## src/rtl/modexp_pkg.sv

```systemverilog
// Shared types for the modular-exponentiation sequencer: FSM states, multiplier
// operation selects and default widths.
package modexp_pkg;

    localparam int unsigned DefKeySize = 16;
    localparam int unsigned DefMsgSize = 16;
    localparam int unsigned DefModSize = 16;

    typedef enum logic [2:0] {
        StIdle,
        StCheck,
        StReduce,
        StSkip,
        StSquare,
        StMult,
        StFinish
    } state_e;

    typedef enum logic [1:0] {
        OP_RED,
        OP_SQR,
        OP_MUL
    } op_sel_e;

endpackage

```

## src/rtl/key_bit_scanner.sv

```systemverilog
// Walks the latched exponent from MSB to LSB; exposes the bit under the cursor
// together with last-position and all-zero flags.
module key_bit_scanner #(
    parameter int unsigned KEYSIZE = 16,
    localparam int unsigned IdxW = (KEYSIZE > 1) ? $clog2(KEYSIZE) : 1
) (
    input  logic               clk,
    input  logic               rst,
    input  logic               load,
    input  logic               dec,
    input  logic [KEYSIZE-1:0] key,
    output logic               cur_bit,
    output logic               last,
    output logic               zero
);

    logic [IdxW-1:0] idx_q, idx_d;

    always_comb begin
        idx_d = idx_q;
        if (load) begin
            idx_d = IdxW'(KEYSIZE - 1);
        end else if (dec && (idx_q != '0)) begin
            idx_d = idx_q - IdxW'(1);
        end
    end

    always_ff @(posedge clk) begin
        if (rst) begin
            idx_q <= '0;
        end else begin
            idx_q <= idx_d;
        end
    end

    assign cur_bit = key[idx_q];
    assign last    = (idx_q == '0);
    assign zero    = (key == '0);

endmodule

```

## src/rtl/modexp_sequencer.sv

```systemverilog
// Square-and-multiply controller: msg = cipher^privKey mod modulos, issuing one
// modular multiply at a time to an external multiplier over req/ack.
module modexp_sequencer
    import modexp_pkg::*;
#(
    parameter int unsigned KEYSIZE = DefKeySize,
    parameter int unsigned MSGSIZE = DefMsgSize,
    parameter int unsigned MODSIZE = DefModSize
) (
    input  logic               clk,
    input  logic               rst,
    input  logic               start,
    input  logic [KEYSIZE-1:0] privKey,
    input  logic [MSGSIZE-1:0] cipher,
    input  logic [MODSIZE-1:0] modulos,
    output logic               busy,
    output logic               done,
    output logic               err,
    output logic [MSGSIZE-1:0] msg,
    output logic               mm_req,
    output logic [MODSIZE-1:0] mm_a,
    output logic [MODSIZE-1:0] mm_b,
    output logic [MODSIZE-1:0] mm_n,
    input  logic               mm_ack,
    input  logic [MODSIZE-1:0] mm_p
);

    state_e             state_q, state_d;
    logic [KEYSIZE-1:0] key_q, key_d;
    logic [MSGSIZE-1:0] cipher_q, cipher_d;
    logic [MODSIZE-1:0] base_q, base_d;
    logic [MODSIZE-1:0] acc_q, acc_d;
    logic               busy_q, busy_d;
    logic               done_q, done_d;
    logic               err_q, err_d;
    logic [MSGSIZE-1:0] msg_q, msg_d;
    logic               mm_req_q, mm_req_d;
    logic [MODSIZE-1:0] mm_a_q, mm_a_d;
    logic [MODSIZE-1:0] mm_b_q, mm_b_d;
    logic [MODSIZE-1:0] mm_n_q, mm_n_d;

    op_sel_e            op_sel;
    logic [MODSIZE-1:0] op_a, op_b;
    logic               op_done;
    logic               scan_load, scan_dec, scan_bit, scan_last, scan_zero;
    logic               step, fin;
    logic [MODSIZE-1:0] step_val;
    logic [MSGSIZE-1:0] fin_msg;

    key_bit_scanner #(
        .KEYSIZE(KEYSIZE)
    ) u_scanner (
        .clk    (clk),
        .rst    (rst),
        .load   (scan_load),
        .dec    (scan_dec),
        .key    (key_q),
        .cur_bit(scan_bit),
        .last   (scan_last),
        .zero   (scan_zero)
    );

    always_comb begin
        case (state_q)
            StSquare: op_sel = OP_SQR;
            StMult:   op_sel = OP_MUL;
            default:  op_sel = OP_RED;
        endcase
        unique case (op_sel)
            OP_SQR: begin
                op_a = acc_q;
                op_b = acc_q;
            end
            OP_MUL: begin
                op_a = acc_q;
                op_b = base_q;
            end
            default: begin
                op_a = MODSIZE'(cipher_q);
                op_b = MODSIZE'(1);
            end
        endcase
    end

    // Acks are only honoured while our own request is outstanding.
    assign op_done = mm_req_q && mm_ack;

    always_comb begin
        state_d   = state_q;
        key_d     = key_q;
        cipher_d  = cipher_q;
        base_d    = base_q;
        acc_d     = acc_q;
        busy_d    = busy_q;
        done_d    = 1'b0;
        err_d     = err_q;
        msg_d     = msg_q;
        mm_req_d  = mm_req_q;
        mm_a_d    = mm_a_q;
        mm_b_d    = mm_b_q;
        mm_n_d    = mm_n_q;
        scan_load = 1'b0;
        scan_dec  = 1'b0;
        step      = 1'b0;
        step_val  = mm_p;
        fin       = 1'b0;
        fin_msg   = '0;

        // Entering an op state with req low means the op has not been issued yet.
        if ((state_q inside {StReduce, StSquare, StMult}) && !mm_req_q) begin
            mm_req_d = 1'b1;
            mm_a_d   = op_a;
            mm_b_d   = op_b;
        end
        if (op_done) begin
            mm_req_d = 1'b0;
        end

        case (state_q)
            StIdle: begin
                if (start) begin
                    key_d     = privKey;
                    cipher_d  = cipher;
                    mm_n_d    = modulos;
                    err_d     = 1'b0;
                    busy_d    = 1'b1;
                    scan_load = 1'b1;
                    state_d   = StCheck;
                end
            end
            StCheck: begin
                if (mm_n_q == '0) begin
                    err_d = 1'b1;
                    fin   = 1'b1;
                end else if (mm_n_q == MODSIZE'(1)) begin
                    fin = 1'b1;
                end else if (scan_zero) begin
                    fin_msg = MSGSIZE'(1);
                    fin     = 1'b1;
                end else begin
                    state_d = StReduce;
                end
            end
            StReduce: begin
                if (op_done) begin
                    base_d  = mm_p;
                    state_d = StSkip;
                end
            end
            StSkip: begin
                if (scan_bit) begin
                    acc_d    = base_q;
                    step     = 1'b1;
                    step_val = base_q;
                end else begin
                    scan_dec = 1'b1;
                end
            end
            StSquare: begin
                if (op_done) begin
                    acc_d = mm_p;
                    if (scan_bit) begin
                        state_d = StMult;
                    end else begin
                        step = 1'b1;
                    end
                end
            end
            StMult: begin
                if (op_done) begin
                    acc_d = mm_p;
                    step  = 1'b1;
                end
            end
            StFinish: begin
                busy_d  = 1'b0;
                state_d = StIdle;
            end
            default: state_d = StIdle;
        endcase

        if (step) begin
            if (scan_last) begin
                fin     = 1'b1;
                fin_msg = step_val[MSGSIZE-1:0];
            end else begin
                scan_dec = 1'b1;
                state_d  = StSquare;
            end
        end

        if (fin) begin
            msg_d   = fin_msg;
            done_d  = 1'b1;
            state_d = StFinish;
        end
    end

    always_ff @(posedge clk) begin
        if (rst) begin
            state_q  <= StIdle;
            key_q    <= '0;
            cipher_q <= '0;
            base_q   <= '0;
            acc_q    <= '0;
            busy_q   <= 1'b0;
            done_q   <= 1'b0;
            err_q    <= 1'b0;
            msg_q    <= '0;
            mm_req_q <= 1'b0;
            mm_a_q   <= '0;
            mm_b_q   <= '0;
            mm_n_q   <= '0;
        end else begin
            state_q  <= state_d;
            key_q    <= key_d;
            cipher_q <= cipher_d;
            base_q   <= base_d;
            acc_q    <= acc_d;
            busy_q   <= busy_d;
            done_q   <= done_d;
            err_q    <= err_d;
            msg_q    <= msg_d;
            mm_req_q <= mm_req_d;
            mm_a_q   <= mm_a_d;
            mm_b_q   <= mm_b_d;
            mm_n_q   <= mm_n_d;
        end
    end

    assign busy   = busy_q;
    assign done   = done_q;
    assign err    = err_q;
    assign msg    = msg_q;
    assign mm_req = mm_req_q;
    assign mm_a   = mm_a_q;
    assign mm_b   = mm_b_q;
    assign mm_n   = mm_n_q;

endmodule

```

## config.mk

```make
export PLATFORM = sky130hd
export DESIGN_NAME = modexp_sequencer
export DESIGN_NICKNAME = d
export VERILOG_FILES = /design/src/rtl/modexp_pkg.sv /design/src/rtl/key_bit_scanner.sv /design/src/rtl/modexp_sequencer.sv
export SDC_FILE = /design/constraint.sdc
export NUM_CORES = 1
export LEC_CHECK = 0
export CAP_MARGIN = 20
export CORE_MARGIN = 5
export CORE_UTILIZATION = 50
export DETAILED_ROUTE_END_ITERATION = 10
export PLACE_DENSITY = 0.79
export SYNTH_ARGS = -nofsm -noshare
export SYNTH_HDL_FRONTEND = slang
export SYNTH_SLANG_ARGS = --single-unit
```

## constraint.sdc

```tcl
create_clock -name clk -period 2.55 [get_ports clk]
set_input_delay 0.255 -clock clk [delete_from_list [all_inputs] [get_ports clk]]
set_output_delay 0.255 -clock clk [all_outputs]
set_load 0.02 [all_outputs]
```

; ---- After elaboration in Yosys (flattened, before gate mapping)
; Cells that the tools add are included.
; W data, S select, Z words.
[totals]
out_inout_bits = 68
elab_cells = 105
in_bits = 68
regBits = 139
[op_classes]
add_sub_neg = 1
n_eq_ne = 13
reduce_logical = 24
n_mux = 51
order_cmp = 1
[op_table]
columns = operator, n
row1 = $mux W16, 7
row2 = $pmux W16 S2, 2
row3 = $logic_not A16 Y1, 2
row4 = $mux W3, 10
row5 = $mux W1, 24
row6 = $eq A16 B1 Y1 const B, 1
row7 = $pmux W3 S5, 1
row8 = $reduce_or A2 Y1, 5
row9 = $eq A3 B3 Y1 const B, 3
row10 = $mux W4, 2
row11 = $reduce_bool A2 Y1, 4
row12 = $eq A3 B2 Y1 const B, 2
row13 = $ne A2 B2 Y1 const B, 3
row14 = $reduce_and A2 Y1, 3
row15 = $reduce_and A3 Y1, 2
row16 = $lt A4 B5 Y1 const B, 1
row17 = $bmux W1 S4, 1
row18 = $logic_not A4 Y1, 1
row19 = $pmux W1 S2, 2
row20 = $pmux W2 S2, 1
row21 = $reduce_bool A4 Y1, 1
row22 = $sub A4 B1 Y4 const B, 1
row23 = $eq A3 B1 Y1 const B, 1
row24 = $logic_and A1 B1 Y1, 3
row25 = other kinds (7), 7

; ---- Depth between registers and ports, before layout
[depth]
word_depth = 9
ltp_mapped = 10
mapped_depth_nobuf = 7

; ---- Hierarchy
; Synthesis repeated with hierarchy kept, for this count alone.
[unflattened]
hier_cells = 680
area_unflattened_um2 = 6113.4
[by_module_without_submodules]
columns = module, cells_per_inst, instances, area_per_inst_um2, seq_area_each_um2
row1 = modexp_sequencer, 642, 1, 5723.0, 2702.6
row2 = key_bit_scanner, 38, 1, 390.4, 80.1

; ---- Worst setup path before layout
; OpenSTA, ideal clock, no wires.
[synth_timing]
path_kind = flip-flop to flip-flop
from = reg state_q[1]
to = reg acc_q[10]
t_required_ps = 2412
period_less_slack_ps = 2251
n_path_buf = 2
path_slack_ps = 299
setup_time_ps = 138
stages_incl_launch_ff = 9
t_arrival_ps = 2114
path_cell_list = dfxtp_1 and2b_2 nand2_1 ha_1 buf_6 mux2_2 a31oi_2 clkbuf_1 a211oi_1
[synth_via]
elab_chain_cells = 4
word_cells_on_any_way = 9
classes_between = 5 x eq/ne / 1 x mux / 3 x reduce/logical
[synth_rtl]
columns = element, line_no
row1 = from (decl), modexp_sequencer.sv:28  ; state_e state_q, state_d;
row2 = from (signal assigned), modexp_sequencer.sv:201  ; state_q <= StIdle;
row3 = from (signal assigned), modexp_sequencer.sv:215  ; state_q <= state_d;
row4 = $eq A3 B3 Y1, modexp_sequencer.sv:119  ; case (state_q)
row5 = $reduce_or A2 Y1 (no source line), n/a
row6 = $ne A2 B1 Y1 (no source line) / $reduce_bool A2 Y1 (equally long branches), n/a
row7 = $reduce_and A3 Y1 (no source line), n/a
row8 = to (signal assigned), modexp_sequencer.sv:205  ; acc_q <= '0;
row9 = to (signal assigned), modexp_sequencer.sv:219  ; acc_q <= acc_d;
row10 = to (decl), modexp_sequencer.sv:32  ; logic [MODSIZE-1:0] acc_q, acc_d;
; Parallel ways exist; a longest one is shown, timed or not.
; A chain may end at the register's enable or synchronous reset.

; ---- Final worst setup path
[layout_timing]
from = reg u_scanner.idx_q[0]
to = reg u_scanner.idx_q[1]
[layout_via]
elab_chain_cells = 8
word_cells_on_any_way = 16
classes_between = 1 x add/sub / 11 x mux / 4 x reduce/logical
[layout_rtl]
columns = element, line_no
row1 = from (decl), key_bit_scanner.sv:17  ; logic [IdxW-1:0] idx_q, idx_d;
row2 = from (signal assigned), key_bit_scanner.sv:32  ; idx_q <= idx_d;
row3 = $bmux W1 S4, key_bit_scanner.sv:36  ; assign cur_bit = key[idx_q];
row4 = $mux W1 (not written as such), key_bit_scanner.sv:36
row5 = $mux W1, "modexp_sequencer.sv:151, modexp_sequencer.sv:162"
row6 = "$mux W1, on equally long branches", "modexp_sequencer.sv:160, modexp_sequencer.sv:119"
row7 = $pmux W1 S3 / $mux W1 (equally long branches), "modexp_sequencer.sv:119, modexp_sequencer.sv:183"
row8 = $mux W1, modexp_sequencer.sv:182  ; if (step) begin
row9 = $logic_and A1 B1 Y1, key_bit_scanner.sv:23  ; end else if (dec && (idx_q != '0)) begin
row10 = $reduce_bool A2 Y1 (no source line), n/a
; Parallel ways exist; a longest one is shown, timed or not. The select of a mux whose other input is x is not followed.

==> run_results.csv <==
group,metric,value,unit
status,status,"finished, final reports clean",
die,dieWidth,120,um
synthesis,syn_inst,681,
clocking,worstSkewPairLatency,0.41,ns
critical_path,timing.rr.start,"u_scanner.idx_q[0]$_SDFFE_PP0P_",
synthesis,synth_xor_area_frac,0,
routing,drc,0,
synthesis,syn-cell-area,6040,sq um
power_and_ir_drop,p_per_area,1060,nW/um^2
cells_and_area,layout-drive-gt1-share,0.0901,
die,rows,40,
synthesis,synth_common_cells,"139 x dfxtp_1, 137 x nand2_1, 74 x a21oi_1",
critical_path,required,2.86,ns
clocking,clock-sinks,139,
placement,place_congestion,0.882,
cells_and_area,diodes,0,
timing,fin_tns_setup,0,ns
power_and_ir_drop,peakVddDrop,519,uV
timing,timing.final.crit_share,0.923,
timing,relSlewSlack,0.579,
synthesis,synth_nets,753,
synthesis,synth_top_area_cell,"dfxtp_1",
synthesis,ys_seq_area_frac,0.461,
synthesis,synth-adder-area-share,0.00829,
timing,period_needed,2.35,ns
placement,dp_cells,926,
routing,drtIter0Drc,530,
timing,setup_slack,0.197,ns
critical_path,start_kind,"flip-flop",
synthesis,synth_top_family_by_area,"compound AO/OA/AOI/OAI gates",
placement,hpwl,11800,um
routing,drt_wl_total,16500,um
global_routing,antenna_found_initial,0,
clocking,cts-htree-levels,4,
placement,io_buffers,135,
clocking,cts_hold_buffers,0,
worst_hold_path,hold_depth,2,
critical_path,reg2reg_depth,6,
clocking,cts_root_buffer,"clkbuf_16",
global_routing,grt_pass1_wl,26700,um
timing,rsz0062_at_grt,"false",
timing,worst_slew_pin_slew,0.632,ns
synthesis,synth_ff_type,"dfxtp_1",
timing,hold_viol_final,0,
flow_run,max_cap_violations,0,
critical_path,critical_path.max_fanout,10,
synthesis,ys_ff_latch,139,
synthesis,yosys.area_share.simple,0.167,
synthesis,synth_cell_types,64,
power_and_ir_drop,finalPower,8.56,mW
synthesis,yosys_warnings,0,
synthesis,synth_compound_area_frac,0.213,
synthesis,postSynth.asyncResetShare,0,
cells_and_area,fin_nets,871,
global_routing,grt_pass1_vias,5336,
routing,routedWlPerCell,17.3,um
clocking,cts_tree,"built",
die,core,11900,sq um
die,pin_count,136,
critical_path,worstPathArrival,2.66,ns
synthesis,synth_mux_area_frac,0.0995,
clocking,clk_pin_slew,0.06,ns
critical_path,endpoint_kind,"flip-flop",
timing,finalSetupViolations,0,
routing,avgViaCountPerCell,5.67,
routing,vias,5429,
synthesis,synth_edf_count,0,
synthesis,synth_most_common_cell,"dfxtp_1",
global_routing,overflow,0,
cells_and_area,final_cells,957,
global_routing,grt_use_total,0.230,
die,fp.dieH,120,um
critical_path,reg2reg_to,"u_scanner.idx_q[1]$_SDFFE_PP0P_",
worst_hold_path,hold_path.class,"in -> reg",
clocking,cts_buffers,17,
routing,postRouteAntennaNets,0,
timing,fmax,0.425,GHz
cells_and_area,num-fill-cells,973,
worst_hold_path,worstHoldStart,"rst",
global_routing,grt_max_degree,65,
synthesis,synthTopCellsByArea,"dfxtp_1 46%, mux2i_1 9.0%, nand2_1 8.5%",
synthesis,synth_top_area_share,0.461,
critical_path,crit_type,"reg -> reg",
clocking,cts_max_path_buffers,2,
timing,maxSlewViolCount,0,
timing,fin_skew,0.00779,ns
routing,first_pass_iters,6,
die,initial_core_util,0.507,
cells_and_area,fin_util,0.677,
die,die_area,14400,sq um
power_and_ir_drop,leakage,2.84,nW
cells_and_area,area_growth_syn_to_layout,33.5,%
synthesis,synth_area_per_cell,8.86,sq um
critical_path,regToRegSetupSlack,0.20,ns
placement,place_ws,0.0741,ns
worst_hold_path,hold_path_end,"err$_SDFFE_PP0P_",
[metal layers]
metal  global-route usage  vias up  share of wire
li1                     -     2655              -
met1                0.311     2560           0.45
met2                0.358      189           0.47
met3               0.0518       25          0.062
met4               0.0902        0          0.018
met5                    0        -              0
[flip-flops by register name, indices dropped and copies added (netlist names), 3 cells and up]
register	cells
mm_a	16
u_scanner.idx_q	4
acc_q	16
base_q	16
msg	16
state_q	3
key_q	16
mm_n	16
cipher_q	16
mm_b	16
[through the flow]
step | cell area (sq um) | hold slack, ns
after floorplan | 6040 | 0.391
after global placement | 7480 | 0.442
after detailed placement | 7480 | 0.446
after CTS | 8040 | 0.337
after global routing | 8060 | 0.391
final | 8060 | 0.335
[critical path: stages, from the launching register on]
cell and delay, ns:
dfxtp_1 0.60, mux2_4 0.34, a32o_1 0.22, o211a_4 0.26, nor4_4 0.39, o21ai_2 0.13
a311oi_1 0.30
[cells in the final DEF, fill, tap and decap left out, types with 3 or more instances in the layout]
master and n:
nand3_1 4, clkdlybuf4s50_1 134, o21ai_0 5, nand2_1 137, o211a_1 3, a21oi_1 72, a22oi_1 16, nor4_1 7
a211oi_1 49, clkinvlp_4 5, buf_12 4, dfxtp_1 138, nand4_1 4, a21oi_2 3, o2bb2ai_1 15, nor3_1 6
inv_1 6, mux2i_1 54, buf_4 15, clkbuf_8 3, nor2_1 56, clkbuf_16 17, ha_1 4
[cell type report]
class,count,area [sq um],area share
flip-flops and latches,139,2780,0.345
repair buffers,153,1530,0.190
inverters,8,30.0,0.00373
multi-input cells,480,2970,0.368
well taps,147,184,0.0228
clock inverters,10,95.1,0.0118
clock buffers,20,467,0.0579
[power by group]
group | total (mW) | switching (mW) | internal, mW | leakage [nW]
Clock | 2.30 | 0.901 | 1.40 | 0.262
Combinational | 3.19 | 1.82 | 1.37 | 1.45
Sequential | 3.06 | 0.428 | 2.64 | 1.13
Total | 8.56 | 3.15 | 5.41 | 2.84
[worst max path at each step]
| stage | startpoint | end | cells after the start |
|---|---|---|---|
| floorplan | state_q[1]$_SDFF_PP0_ | acc_q[10]$_SDFFE_PP0P_ | 8 |
| detailed placement | u_scanner.idx_q[0]$_SDFFE_PP0P_ | state_q[0]$_SDFF_PP0_ | 6 |
| finish | u_scanner.idx_q[0]$_SDFFE_PP0P_ | u_scanner.idx_q[1]$_SDFFE_PP0P_ | 6 |
| global route | u_scanner.idx_q[0]$_SDFFE_PP0P_ | u_scanner.idx_q[3]$_SDFFE_PP0P_ | 6 |
| global placement | u_scanner.idx_q[0]$_SDFFE_PP0P_ | state_q[0]$_SDFF_PP0_ | 6 |
| CTS | u_scanner.idx_q[0]$_SDFFE_PP0P_ | state_q[0]$_SDFF_PP0_ | 6 |
[timing repair]
action | 4_1_cts | 5_1_grt
buffers inserted | 0 | 1
setup endpoints to repair | 0 | 18
resized for setup | 0 | 1
[kinds of logic (layout without fill, tap and decap cells)]
kind of cell,Yosys count,count (layout)
simple gates,234,234
flops,139,139
buf+inv,62,191
compound gates,184,184
mux,58,58
fa+ha+maj,4,4
Power figures use the tool's default switching activity.
